### src/rtl/axi_wr_dispatch_arb.sv
// Write dispatcher: arbitrates AXI and loader beats onto the FIFO, IRAM and WRAM targets, one beat in flight.
// Optional ISSUE timeout is enabled by defining WR_DISPATCH_TIMEOUT_EN.
//
// state   | meaning
// S_IDLE  | no beat in flight; round-robin grant when AXI pend or ld_req
// S_ISSUE | driving the granted target until ack / FIFO space (or timeout)
// S_DONE  | one-cycle done pulse to the granted requester
module axi_wr_dispatch_arb #(
    parameter int AW     = 11,
    parameter int DW     = 32,
    parameter int SW     = 4,
    parameter int TO_CYC = 64
) (
    input  logic          clk,
    input  logic          rst,
    input  logic          axi_wr_vld,
    input  logic [AW-1:0] axi_wr_addr,
    input  logic [DW-1:0] axi_wr_data,
    input  logic [SW-1:0] axi_wr_strb,
    input  logic [1:0]    axi_wr_region,
    output logic          fifo_wr_done,
    output logic          iram_wr_done,
    output logic          wram_wr_done,
    output logic          axi_wr_err,
    input  logic          ld_req,
    input  logic [AW-1:0] ld_addr,
    input  logic [DW-1:0] ld_data,
    input  logic [SW-1:0] ld_strb,
    input  logic [1:0]    ld_region,
    output logic          ld_done,
    output logic          ld_err,
    output logic          fifo_we,
    output logic [DW-1:0] fifo_wdata,
    input  logic          fifo_full,
    output logic          iram_req,
    output logic [AW-1:0] iram_addr,
    output logic [DW-1:0] iram_wdata,
    output logic [SW-1:0] iram_wstrb,
    input  logic          iram_ack,
    output logic          wram_req,
    output logic [AW-1:0] wram_addr,
    output logic [DW-1:0] wram_wdata,
    output logic [SW-1:0] wram_wstrb,
    input  logic          wram_ack
);

    typedef enum logic [1:0] {
        S_IDLE  = 2'd0,
        S_ISSUE = 2'd1,
        S_DONE  = 2'd2
    } state_t;

    localparam logic [1:0] RG_FIFO = 2'b00;
    localparam logic [1:0] RG_IRAM = 2'b01;
    localparam logic [1:0] RG_WRAM = 2'b10;
    localparam logic [1:0] RG_ILL  = 2'b11;

`ifdef WR_DISPATCH_TIMEOUT_EN
    localparam bit TO_EN = 1'b1;
`else
    localparam bit TO_EN = 1'b0;
`endif
    localparam int            TW      = ($clog2(TO_CYC) > 8) ? $clog2(TO_CYC) : 8;
    localparam logic [TW-1:0] TO_LOAD = TW'(TO_CYC - 1);

    state_t        state;
    logic          pend;
    logic [AW-1:0] pend_addr;
    logic [DW-1:0] pend_data;
    logic [SW-1:0] pend_strb;
    logic [1:0]    pend_region;
    logic          gnt_ld;
    logic          last_gnt_ld;
    logic [1:0]    tgt;
    logic [TW-1:0] to_cnt;

    logic          sel_ld;
    logic [AW-1:0] sel_addr;
    logic [DW-1:0] sel_data;
    logic [SW-1:0] sel_strb;
    logic [1:0]    sel_region;
    logic          issue_ok;
    logic          to_hit;
    logic          enter_done;
    logic          done_ld;
    logic          done_err;
    logic [1:0]    done_rg;

    always_comb begin
        // On a tie the loader wins only if the AXI side was served last.
        sel_ld     = ld_req & (~pend | ~last_gnt_ld);
        sel_addr   = sel_ld ? ld_addr   : pend_addr;
        sel_data   = sel_ld ? ld_data   : pend_data;
        sel_strb   = sel_ld ? ld_strb   : pend_strb;
        sel_region = sel_ld ? ld_region : pend_region;

        issue_ok = 1'b0;
        case (tgt)
            RG_FIFO: issue_ok = ~fifo_full;
            RG_IRAM: issue_ok = iram_ack;
            RG_WRAM: issue_ok = wram_ack;
            default: issue_ok = 1'b0;
        endcase
        to_hit = TO_EN && (to_cnt == '0);

        enter_done = 1'b0;
        done_ld    = gnt_ld;
        done_rg    = tgt;
        done_err   = ~issue_ok;
        if (state == S_IDLE) begin
            done_ld    = sel_ld;
            done_rg    = sel_region;
            done_err   = 1'b1;
            enter_done = (pend | ld_req) && (sel_region == RG_ILL);
        end else if (state == S_ISSUE) begin
            enter_done = issue_ok | to_hit;
        end
    end

    // The push must see fifo_full in the same cycle, so the strobe is decoded from state rather than registered.
    assign fifo_we = (state == S_ISSUE) && (tgt == RG_FIFO) && !fifo_full;

    always_ff @(posedge clk) begin
        if (rst) begin
            state        <= S_IDLE;
            pend         <= 1'b0;
            pend_addr    <= '0;
            pend_data    <= '0;
            pend_strb    <= '0;
            pend_region  <= '0;
            gnt_ld       <= 1'b0;
            last_gnt_ld  <= 1'b1;
            tgt          <= '0;
            to_cnt       <= '0;
            fifo_wr_done <= 1'b0;
            iram_wr_done <= 1'b0;
            wram_wr_done <= 1'b0;
            axi_wr_err   <= 1'b0;
            ld_done      <= 1'b0;
            ld_err       <= 1'b0;
            fifo_wdata   <= '0;
            iram_req     <= 1'b0;
            iram_addr    <= '0;
            iram_wdata   <= '0;
            iram_wstrb   <= '0;
            wram_req     <= 1'b0;
            wram_addr    <= '0;
            wram_wdata   <= '0;
            wram_wstrb   <= '0;
        end else begin
            fifo_wr_done <= 1'b0;
            iram_wr_done <= 1'b0;
            wram_wr_done <= 1'b0;
            axi_wr_err   <= 1'b0;
            ld_done      <= 1'b0;
            ld_err       <= 1'b0;

            if (axi_wr_vld && !pend) begin
                pend        <= 1'b1;
                pend_addr   <= axi_wr_addr;
                pend_data   <= axi_wr_data;
                pend_strb   <= axi_wr_strb;
                pend_region <= axi_wr_region;
            end

            if (enter_done) begin
                iram_req <= 1'b0;
                wram_req <= 1'b0;
                state    <= S_DONE;
                if (done_ld) begin
                    ld_done <= 1'b1;
                    ld_err  <= done_err;
                end else begin
                    axi_wr_err <= done_err;
                    case (done_rg)
                        RG_IRAM: iram_wr_done <= 1'b1;
                        RG_WRAM: wram_wr_done <= 1'b1;
                        default: fifo_wr_done <= 1'b1;
                    endcase
                end
            end

            case (state)
                S_IDLE: begin
                    if (pend | ld_req) begin
                        gnt_ld <= sel_ld;
                        tgt    <= sel_region;
                        if (sel_region != RG_ILL) begin
                            state  <= S_ISSUE;
                            to_cnt <= TO_LOAD;
                            case (sel_region)
                                RG_IRAM: begin
                                    iram_req   <= 1'b1;
                                    iram_addr  <= sel_addr;
                                    iram_wdata <= sel_data;
                                    iram_wstrb <= sel_strb;
                                end
                                RG_WRAM: begin
                                    wram_req   <= 1'b1;
                                    wram_addr  <= sel_addr;
                                    wram_wdata <= sel_data;
                                    wram_wstrb <= sel_strb;
                                end
                                default: fifo_wdata <= sel_data;
                            endcase
                        end
                    end
                end
                S_ISSUE: begin
                    if (!enter_done && (to_cnt != '0)) begin
                        to_cnt <= to_cnt - 1'b1;
                    end
                end
                S_DONE: begin
                    state       <= S_IDLE;
                    last_gnt_ld <= gnt_ld;
                    if (!gnt_ld) begin
                        pend <= 1'b0;
                    end
                end
                default: state <= S_IDLE;
            endcase
        end
    end

endmodule

### config.mk
export PLATFORM = sky130hd
export DESIGN_NAME = axi_wr_dispatch_arb
export DESIGN_NICKNAME = d
export VERILOG_FILES = /design/src/rtl/axi_wr_dispatch_arb.sv
export SDC_FILE = /design/constraint.sdc
export NUM_CORES = 1
export LEC_CHECK = 0
export ABC_AREA = 1
export CORE_MARGIN = 2
export CORE_UTILIZATION = 40
export CTS_BUF_LIST = sky130_fd_sc_hd__clkbuf_8
export DETAILED_ROUTE_END_ITERATION = 7
export GPL_ROUTABILITY_DRIVEN = 0
export PLACE_DENSITY = 0.67
export SYNTH_ARGS = -nofsm -noshare
export SYNTH_HDL_FRONTEND = slang
export SYNTH_SLANG_ARGS = --single-unit
export TNS_END_PERCENT = 50
### constraint.sdc
create_clock -name clk -period 4.4 [get_ports clk]
set_input_delay 0.66 -clock clk [delete_from_list [all_inputs] [get_ports clk]]
set_output_delay 0.66 -clock clk [all_outputs]
set_load 0.02 [all_outputs]
# After elaboration in Yosys (flattened, before gate mapping)
# Cells that the tools add are included.
[op_classes] n_eq_ne=10 reduce_logical=17 bitwise_logic=10 muxes=31
[op_table] op="$mux 32" count=1
[op_table] op="$mux 1" count=21
[op_table] op="$reduce_and 4->1" count=3
[op_table] op="$mux 11" count=1
[op_table] op="$eq 2x2->1 const B" count=5
[op_table] op="$mux 2" count=5
[op_table] op="$eq 2x1->1 const B" count=4
[op_table] op="$not 1->1" count=7
[op_table] op="$reduce_or 2->1" count=3
[op_table] op="$reduce_or 3->1" count=2
[op_table] op="$logic_and 1x1->1" count=4
[op_table] op="$logic_not 2->1" count=2
[op_table] op="$mux 4" count=1
[op_table] op="$pmux 2 s2" count=1
[op_table] op="$pmux 1 s3" count=1
[op_table] op="$logic_not 1->1" count=2
[op_table] op="$ne 2x2->1 const B" count=1
[op_table] op="$or 1x1->1" count=2
[op_table] op="$reduce_and 2->1" count=1
[op_table] op="$and 1x1->1" count=1
[totals] out_inout_bits=135 reg_bits=190

# Longest topological paths before layout
# Gate-level depths: netlist of run 1.
[logic_depth] ltp_word=12 depth_mapped=12 ltp_nobuf=11

# Worst setup path before layout of run 1
# Ideal clock, no wire load.
[synth_path] kind="in2reg" from="input ld_req" to="register iram_addr[0]" setup_time_ns=0.070 cell_stages=10 arrival_ns=2.095 required_time_ns=4.330 n_path_buf=3 path_slack_ns=2.235 path_cell_list="nand2_2 -> buf_4 -> nand2_1 -> o21ai_2 -> inv_1 -> ha_1 -> clkbuf_1 -> buf_1 -> nand3_1 -> a21oi_1"
[synth_between] elab_chain_len=4 word_cells_on_any_way=7
[synth_lines] item="start, declared" line="25" text="input logic ld_req,"
[synth_lines] item="$and 1x1->1 (*)" line="91" text="sel_ld = ld_req & (~pend | ~last_gnt_ld);"
[synth_lines] item="$mux 2 (*)" line="95" text="sel_region = sel_ld ? ld_region : pend_region;"
[synth_lines] item="via sel_region[1]" line="81" text="logic [1:0] sel_region;"
[synth_lines] item="$ne 2x2->1 or $eq 2x1->1 (tied branches)" line="188, 191"
[synth_lines] item="$reduce_and 4->1 (no line) (*)"
[synth_lines] item="end signal, assigned" line="194" text="iram_addr <= sel_addr;"
[synth_lines] item="end, declared" line="36" text="output logic [AW-1:0] iram_addr,"
# The timed path passes the listed nets; every way through them passes the cells marked *.
# A chain may end at the register's enable or synchronous reset.

# Worst setup path after layout of run 1
[layout_path] from="input ld_req" to="register fifo_wr_done"
[layout_between] elab_chain_len=7 word_cells_on_any_way=14
[layout_lines] item="$and 1x1->1" line="91"
[layout_lines] item="$mux 2" line="95"
[layout_lines] item="$eq 2x2->1" line="114" text="enter_done = (pend | ld_req) && (sel_region == RG_ILL);"
[layout_lines] item="$logic_and 1x1->1" line="114"
[layout_lines] item="$mux 1" line="110" text="if (state == S_IDLE) begin"
[layout_lines] item="$not 1->1 (no line)"
[layout_lines] item="$reduce_or 3->1 (no line)"
[layout_lines] item="end signal, assigned" line="135" text="fifo_wr_done <= 1'b0;"
[layout_lines] item="end signal, assigned" line="151" text="fifo_wr_done <= 1'b0;"
[layout_lines] item="end signal, assigned" line="178" text="default: fifo_wr_done <= 1'b1;"
[layout_lines] item="end, declared" line="21" text="output logic fifo_wr_done,"
# Parallel ways exist; a longest one is shown, timed or not.

==> results_dict.tcl, run 1 <==
set metrics [dict create \
    ys_seq_area_share_pct 50.33 \
    timing.final.ws_setup_ns 1.501 \
    grt_setup_unrepaired "no" \
    clock-sinks 190 \
    crit_arrival_ns 3.26 \
    cap_violations 0 \
    cts_hold_buf 0 \
    num_vias 7397 \
    yosysMostFrequentCell "nand2_1" \
    grt_use_total_pct 23.59 \
    cts_resized 0 \
    ys_ff_latch 190 \
    syn_avg_cell_area_sq_um 7.344 \
    grt_pass1_wl_mm 37.16 \
    critPathLaunchType "input port" \
    drt_iter0_drc 440 \
    wl_mm 23.49 \
    synth_commonest_cells "nand2_1 (255), dfxtp_1 (190), nor2_1 (172)" \
    syn_inst 1029 \
    setup_violations 0 \
    die_w_microns 141.5 \
    dr.pass1.iters 5 \
    ios 240 \
    areaGrowthSynthToFinish_pct 36.23 \
    dieArea_sq_um 20010 \
    syn_nets 1141 \
    port_buffers 239 \
    antenna_found_initial 1 \
    ant_nets 0 \
    post_dp_cell_area_sq_um 9921 \
    pre_cts_slack_ns 1.015 \
    leakage_uw 0.003944 \
    clk_pin_slew_ns 0.11 \
    final.setup.tns_ns 0 \
    cts_tree "done" \
    yosysTopAreaCell "dfxtp_1" \
    cp-end-kind "flip-flop" \
    clockBufferDepth 2 \
    required_ns 4.76 \
    dp_hpwl_mm 15.04 \
    die_h_microns 141.5 \
    ys.flop_type "dfxtp_1" \
    use_met3_pct 4.961 \
    cp_slowest_stage_delay_ns 0.71 \
    hold_viol 0 \
    postCtsSetupBuffers 0 \
    cts_buffers 17 \
    finClkSkew_ns 0.01556 \
    critical_path.max_fanout 48 \
    min_path_type "flip-flop to flip-flop" \
    drive_gt1_share_pct 4.939 \
    design_area_sq_um 10290 \
    rows 50 \
    path_class "input port to flip-flop" \
    final-seq-area_sq_um 3804 \
    remaining_drc_errors 0 \
    status "completed" \
    ys_top_cells_by_area "dfxtp_1 (50%), nand2_1 (13%), nor2_1 (8.5%)" \
    fmax_mhz 344.9 \
    htreeDepth 4 \
    final_util_pct 55.22 \
    synth_top_cell_area_share_pct 50.33 \
    routedWlPerCell_microns 15.98 \
    multi_input_area_sq_um 3241 \
    fin_crit_sh_pct 65.89 \
    slowest_stage "inv_2" \
    grt_start_max_net_pins 99 \
    clockRootBuffer "clkbuf_8" \
    avgViaCountPerCell 5.032 \
    p_per_area_nw_per_um2 392.8 \
    grt-busiest-layer "met2" \
    netlist_area_sq_um 7557 \
    path_cells "clkdlybuf4s50_1, nand2_2, buf_4, inv_2, nand2_1, o21ai_1, inv_1, nand3_1, nor2_1" \
    gr-usage-met2_pct 38.99 \
    fillCellCount 1866 \
    ir_drop_mv 0.1845 \
    period_needed_ns 2.899 \
    yosys.cell_types.count 24 \
    gr-total-overflow 0 \
    grt_pass1_vias 6899 \
    worst_pin_slew_ns 1.130 \
    async_flop_share_pct 0 \
    layout.nets 1334 \
    gr-usage-met1_pct 31.58 \
    maxSlewViolCount 0 \
    start_util_pct 40.54 \
    relSlewSlack_pct 24.64 \
    core_sq_um 18640 \
    finalPower_uw 4044 \
    synth-edff-count 0 \
    ys.warnings.count 0 \
    insertion_delay_ns 0.46 \
]
==> layout by cell type, fill, tap and decap left out, types with 2 or more instances in the layout <==
master / instances
inv_8: 3
nand2_1: 252
buf_4: 12
o21ai_1: 17
o21ai_2: 2
ha_2: 2
dfxtp_1: 190
inv_2: 4
nand3_1: 101
nor2_1: 172
inv_1: 24
o21ai_0: 71
inv_6: 5
nand2_2: 5
a21oi_1: 101
clkinv_4: 3
ha_1: 5
clkdlybuf4s50_1: 238
clkbuf_8: 18
nor2_4: 2
clkinvlp_4: 2
==> flip-flops by register name, summed over array words and instances (netlist names), 4 cells and up <==
| name | cells |
|---|---|
| iram_wdata | 32 |
| pend_addr | 11 |
| wram_addr | 11 |
| pend_data | 32 |
| pend_strb | 4 |
| fifo_wdata | 32 |
| iram_addr | 11 |
| wram_wdata | 32 |
| iram_wstrb | 4 |
| wram_wstrb | 4 |
==> critical path: cells and delay by family <==
kind	cells	cell delay [ns]
AND/OR/NAND/NOR	4	0.67
buffers and inverters	4	1.71
AO/OA/AOI/OAI	1	0.15
==> cell type report <==
cell class                      instances  share of cell area, %
Multi-Input combinational cell        734                  31.48
Sequential cell                       190                  36.95
Clock inverter                         14                  1.203
Inverter                               29                  1.082
Antenna cell                            1                0.02431
Timing Repair Buffer                  250                  24.02
Tap cell                              234                  2.844
Clock buffer                           18                  2.406
==> routing by layer <==
layer | wire length, microns | part of all wire (%) | up-vias
li1 | - | - | 3710
met1 | 10330 | 44 | 3404
met2 | 11280 | 48 | 263
met3 | 1610 | 6.9 | 20
met4 | 265 | 1.1 | 0
met5 | 0 | 0 | -
==> final timing paths <==
check,start,endpoint,slack (ns),cells after the start
max,ld_req,fifo_wr_done$_SDFF_PP0_,1.50,9
min,iram_wdata[29]$_SDFFE_PP0P_,iram_wdata[29]$_SDFFE_PP0P_,0.47,2
max reg2reg,pend$_SDFF_PP0_,iram_wdata[10]$_SDFFE_PP0P_,1.81,10
min reg2reg,iram_wdata[29]$_SDFFE_PP0P_,iram_wdata[29]$_SDFFE_PP0P_,0.47,2
==> cells by family (layout without fill, tap and decap cells) <==
| kind of cell | count (synthesis) | count (layout) | synth area share [%] |
|---|---|---|---|
| buf+inv | 105 | 311 | 6.954 |
| fa+ha+maj | 7 | 7 | 1.159 |
| compound gates | 192 | 192 | 12.96 |
| other cells | 0 | 1 | 0 |
| flops | 190 | 190 | 50.33 |
| simple gates | 535 | 535 | 28.59 |
==> power breakdown <==
part           total (uW)  internal (uW)  leakage (uW)  switching [uW]
combinational        1010            391       0.00220             620
sequential           1940           1860       0.00155            80.1
clock                1090            428      0.000187             667
==> per-stage QoR <==
step	hold WS (ns)	cells
6_report	0.4687	1470
5_1_grt	0.4799	1470
4_1_cts	0.4689	1469
3_5_place_dp	0.4546	1437
3_3_place_gp	0.4517	1437
2_1_floorplan	0.4399	1029
No activity file was read; power rests on OpenSTA's default activity.
==> run 2, diff against run 1 <==
--- a/config.mk
+++ b/config.mk
@@ -11,7 +11,7 @@
 export CTS_BUF_LIST = sky130_fd_sc_hd__clkbuf_8
 export DETAILED_ROUTE_END_ITERATION = 7
 export GPL_ROUTABILITY_DRIVEN = 0
-export PLACE_DENSITY = 0.67
+export PLACE_DENSITY = 0.69
 export SYNTH_ARGS = -nofsm -noshare
 export SYNTH_HDL_FRONTEND = slang
 export SYNTH_SLANG_ARGS = --single-unit
==> constraint.sdc (replaced) <==
create_clock -name clk -period 2.5 [get_ports clk]
set_input_delay 0.375 -clock clk [delete_from_list [all_inputs] [get_ports clk]]
set_output_delay 0.375 -clock clk [all_outputs]
set_load 0.02 [all_outputs]
==> run 2 against run 1 <==
  * Cell count increased by 1.4%
  * Final area rose by 2.5%
  * Worst setup slack got worse by 1.2 ns
  * Core utilization rose by 1.4 points
  * Sequential share of layout area decreased by 0.92 points
  * Register-to-register slack worse by 1.3 ns
  * Critical path type is now flip-flop to primary output
  * Count of clock-buffer cells in the layout rose by 2
  * First-iteration DRC count shrank 21%
  * Sequential power up 76%
  * Largest cell class unchanged
==> results_dict.tcl, run 2 (synthesis gave the netlist of run 1 again) <==
set metrics [dict create \
    insertion_delay_ns 0.47 \
    grt_pass1_wl_mm 37.23 \
    clk_pin_slew_ns 0.09 \
    status "completed" \
    grt_use_total_pct 23.82 \
    clock-sinks 190 \
    ant_nets 0 \
    dieArea_sq_um 20010 \
    wl_mm 23.69 \
    layout.nets 1356 \
    postCtsSetupBuffers 0 \
    dr.pass1.iters 5 \
    clockPowerShare_pct 28.4 \
    pre_cts_slack_ns 0.1711 \
    slowest_stage "clkdlybuf4s50_1" \
    cts_buffers 17 \
    drive_gt1_share_pct 6.529 \
    die_w_microns 141.5 \
    gr-total-overflow 0 \
    critical_path.max_fanout 4 \
    required_ns 2.12 \
    p_sw_uw 2354 \
    ir_drop_mv 0.3932 \
    clockBufferDepth 2 \
    comb_power_share_pct 25.1 \
    dp_hpwl_mm 16.64 \
    fmax_mhz 459.9 \
    num_vias 7463 \
    antenna_found_initial 1 \
    rrSetupSlack_ns 0.52 \
    period_needed_ns 2.174 \
    cap_violations 0 \
    layout_commonest_cell "nand2_1" \
    cts_resized 0 \
    multi_input_area_sq_um 3241 \
    worst_pin_slew_ns 0.4622 \
    maxSlewViolCount 0 \
    critPathLaunchType "flip-flop" \
    routedWlPerCell_microns 15.89 \
    final_cell_mix "nand2_1 (252), clkdlybuf4s50_1 (238), dfxtp_1 (190), nor2_1 (172)" \
    core_sq_um 18640 \
    fin_crit_sh_pct 86.97 \
    cts_tree "done" \
    start_util_pct 40.54 \
    hold_viol 0 \
    htreeDepth 4 \
    min_path_type "input port to flip-flop" \
    avgViaCountPerCell 5.005 \
    grt_pass1_vias 7145 \
    power_frac_seq_pct 46.5 \
    relSlewSlack_pct 69.19 \
    timing.final.ws_setup_ns 0.3258 \
    final.setup.tns_ns 0 \
    drt_iter0_drc 348 \
    clockRootBuffer "clkbuf_8" \
    remaining_drc_errors 0 \
    p_per_area_nw_per_um2 696.9 \
    areaGrowthSynthToFinish_pct 39.69 \
    rows 50 \
    setup_violations 0 \
    grt_setup_unrepaired "no" \
    ios 240 \
    final-seq-area_sq_um 3804 \
    cp_slowest_stage_delay_ns 0.63 \
    intPower_uw 5003 \
    die_h_microns 141.5 \
    port_buffers 239 \
    leakage_uw 0.004096 \
    crit_arrival_ns 1.80 \
    finClkSkew_ns 0.01570 \
    grt_start_max_net_pins 47 \
    cp-end-kind "primary output" \
    fillCellCount 1830 \
    path_cells "nor2_1, nand2_1, nor3_1, clkdlybuf4s50_1" \
    cts_hold_buf 0 \
    netSwitchingFraction_pct 32.00 \
    path_class "flip-flop to primary output" \
]
run 2: changes by cell type in the layout (fill, tap and decap cells not counted):
cell	delta
inv_6	-1
clkinv_4	-1
buf_4	+17
clkinv_2	+1
clkbuf_8	+2
bufinv_16	+2
clkinvlp_4	-1
buf_12	+5
inv_8	-3
run 2: per-stage QoR:
stage | cell area [sq um] | power [uW] | util, % | hold WS [ns] | std cells
after floorplan | 7557 | 4533 | - | 0.4399 | 1029
after global placement | 10150 | 5321 | 54.44 | 0.4491 | 1459
after detailed placement | 10150 | 5341 | 54.44 | 0.4547 | 1459
after CTS | 10550 | 7410 | 56.61 | 0.2821 | 1490
after global routing | 10560 | 7725 | 56.62 | 0.2853 | 1491
final | 10560 | 7357 | 56.62 | 0.3022 | 1491
run 2: critical path, delay by kind of cell, from the launching register on:
family	cells	cell delay, ns
buffers and inverters	1	0.63
DFF	1	0.35
and+or+nand+nor	3	0.36
run 2: final timing paths:
check | start | to | depth (start not counted)
setup / recovery | tgt[1]$_SDFFE_PP0P_ | fifo_we | 4
hold / removal | rst | wram_wdata[19]$_SDFFE_PP0P_ | 2
setup reg to reg | pend$_SDFF_PP0_ | fifo_wdata[16]$_SDFFE_PP0P_ | 10
hold reg to reg | iram_wdata[8]$_SDFFE_PP0P_ | iram_wdata[8]$_SDFFE_PP0P_ | 2
run 2: power groups by stage:
stage               combinational, uW  clock [uW]  sequential, uW
floorplan                         884           0            3650
global placement                 1830           0            3490
detailed placement               1850           0            3490
CTS                              1860        2130            3420
global route                     2030        2250            3450
finish                           1850        2090            3420
run 2: routing by layer:
metal	share of wire [%]	wire length [microns]	vias up	global-route usage [%]
met5	0	0	-	0
met4	1.9	457	0	8.158
met3	6.0	1430	28	5.197
met2	47	11050	229	38.94
met1	45	10750	3454	31.29
li1	-	-	3752	-
run 2: layout make-up:
| cell class | instances | area share [%] |
|---|---|---|
| clock inverter | 11 | 1.233 |
| multi-input combinational | 734 | 30.70 |
| tap | 234 | 2.773 |
| clock buffer | 20 | 2.608 |
| inverter | 29 | 1.055 |
| antenna | 1 | 0.02371 |
| timing repair buffer | 272 | 25.58 |
| sequential | 190 | 36.03 |
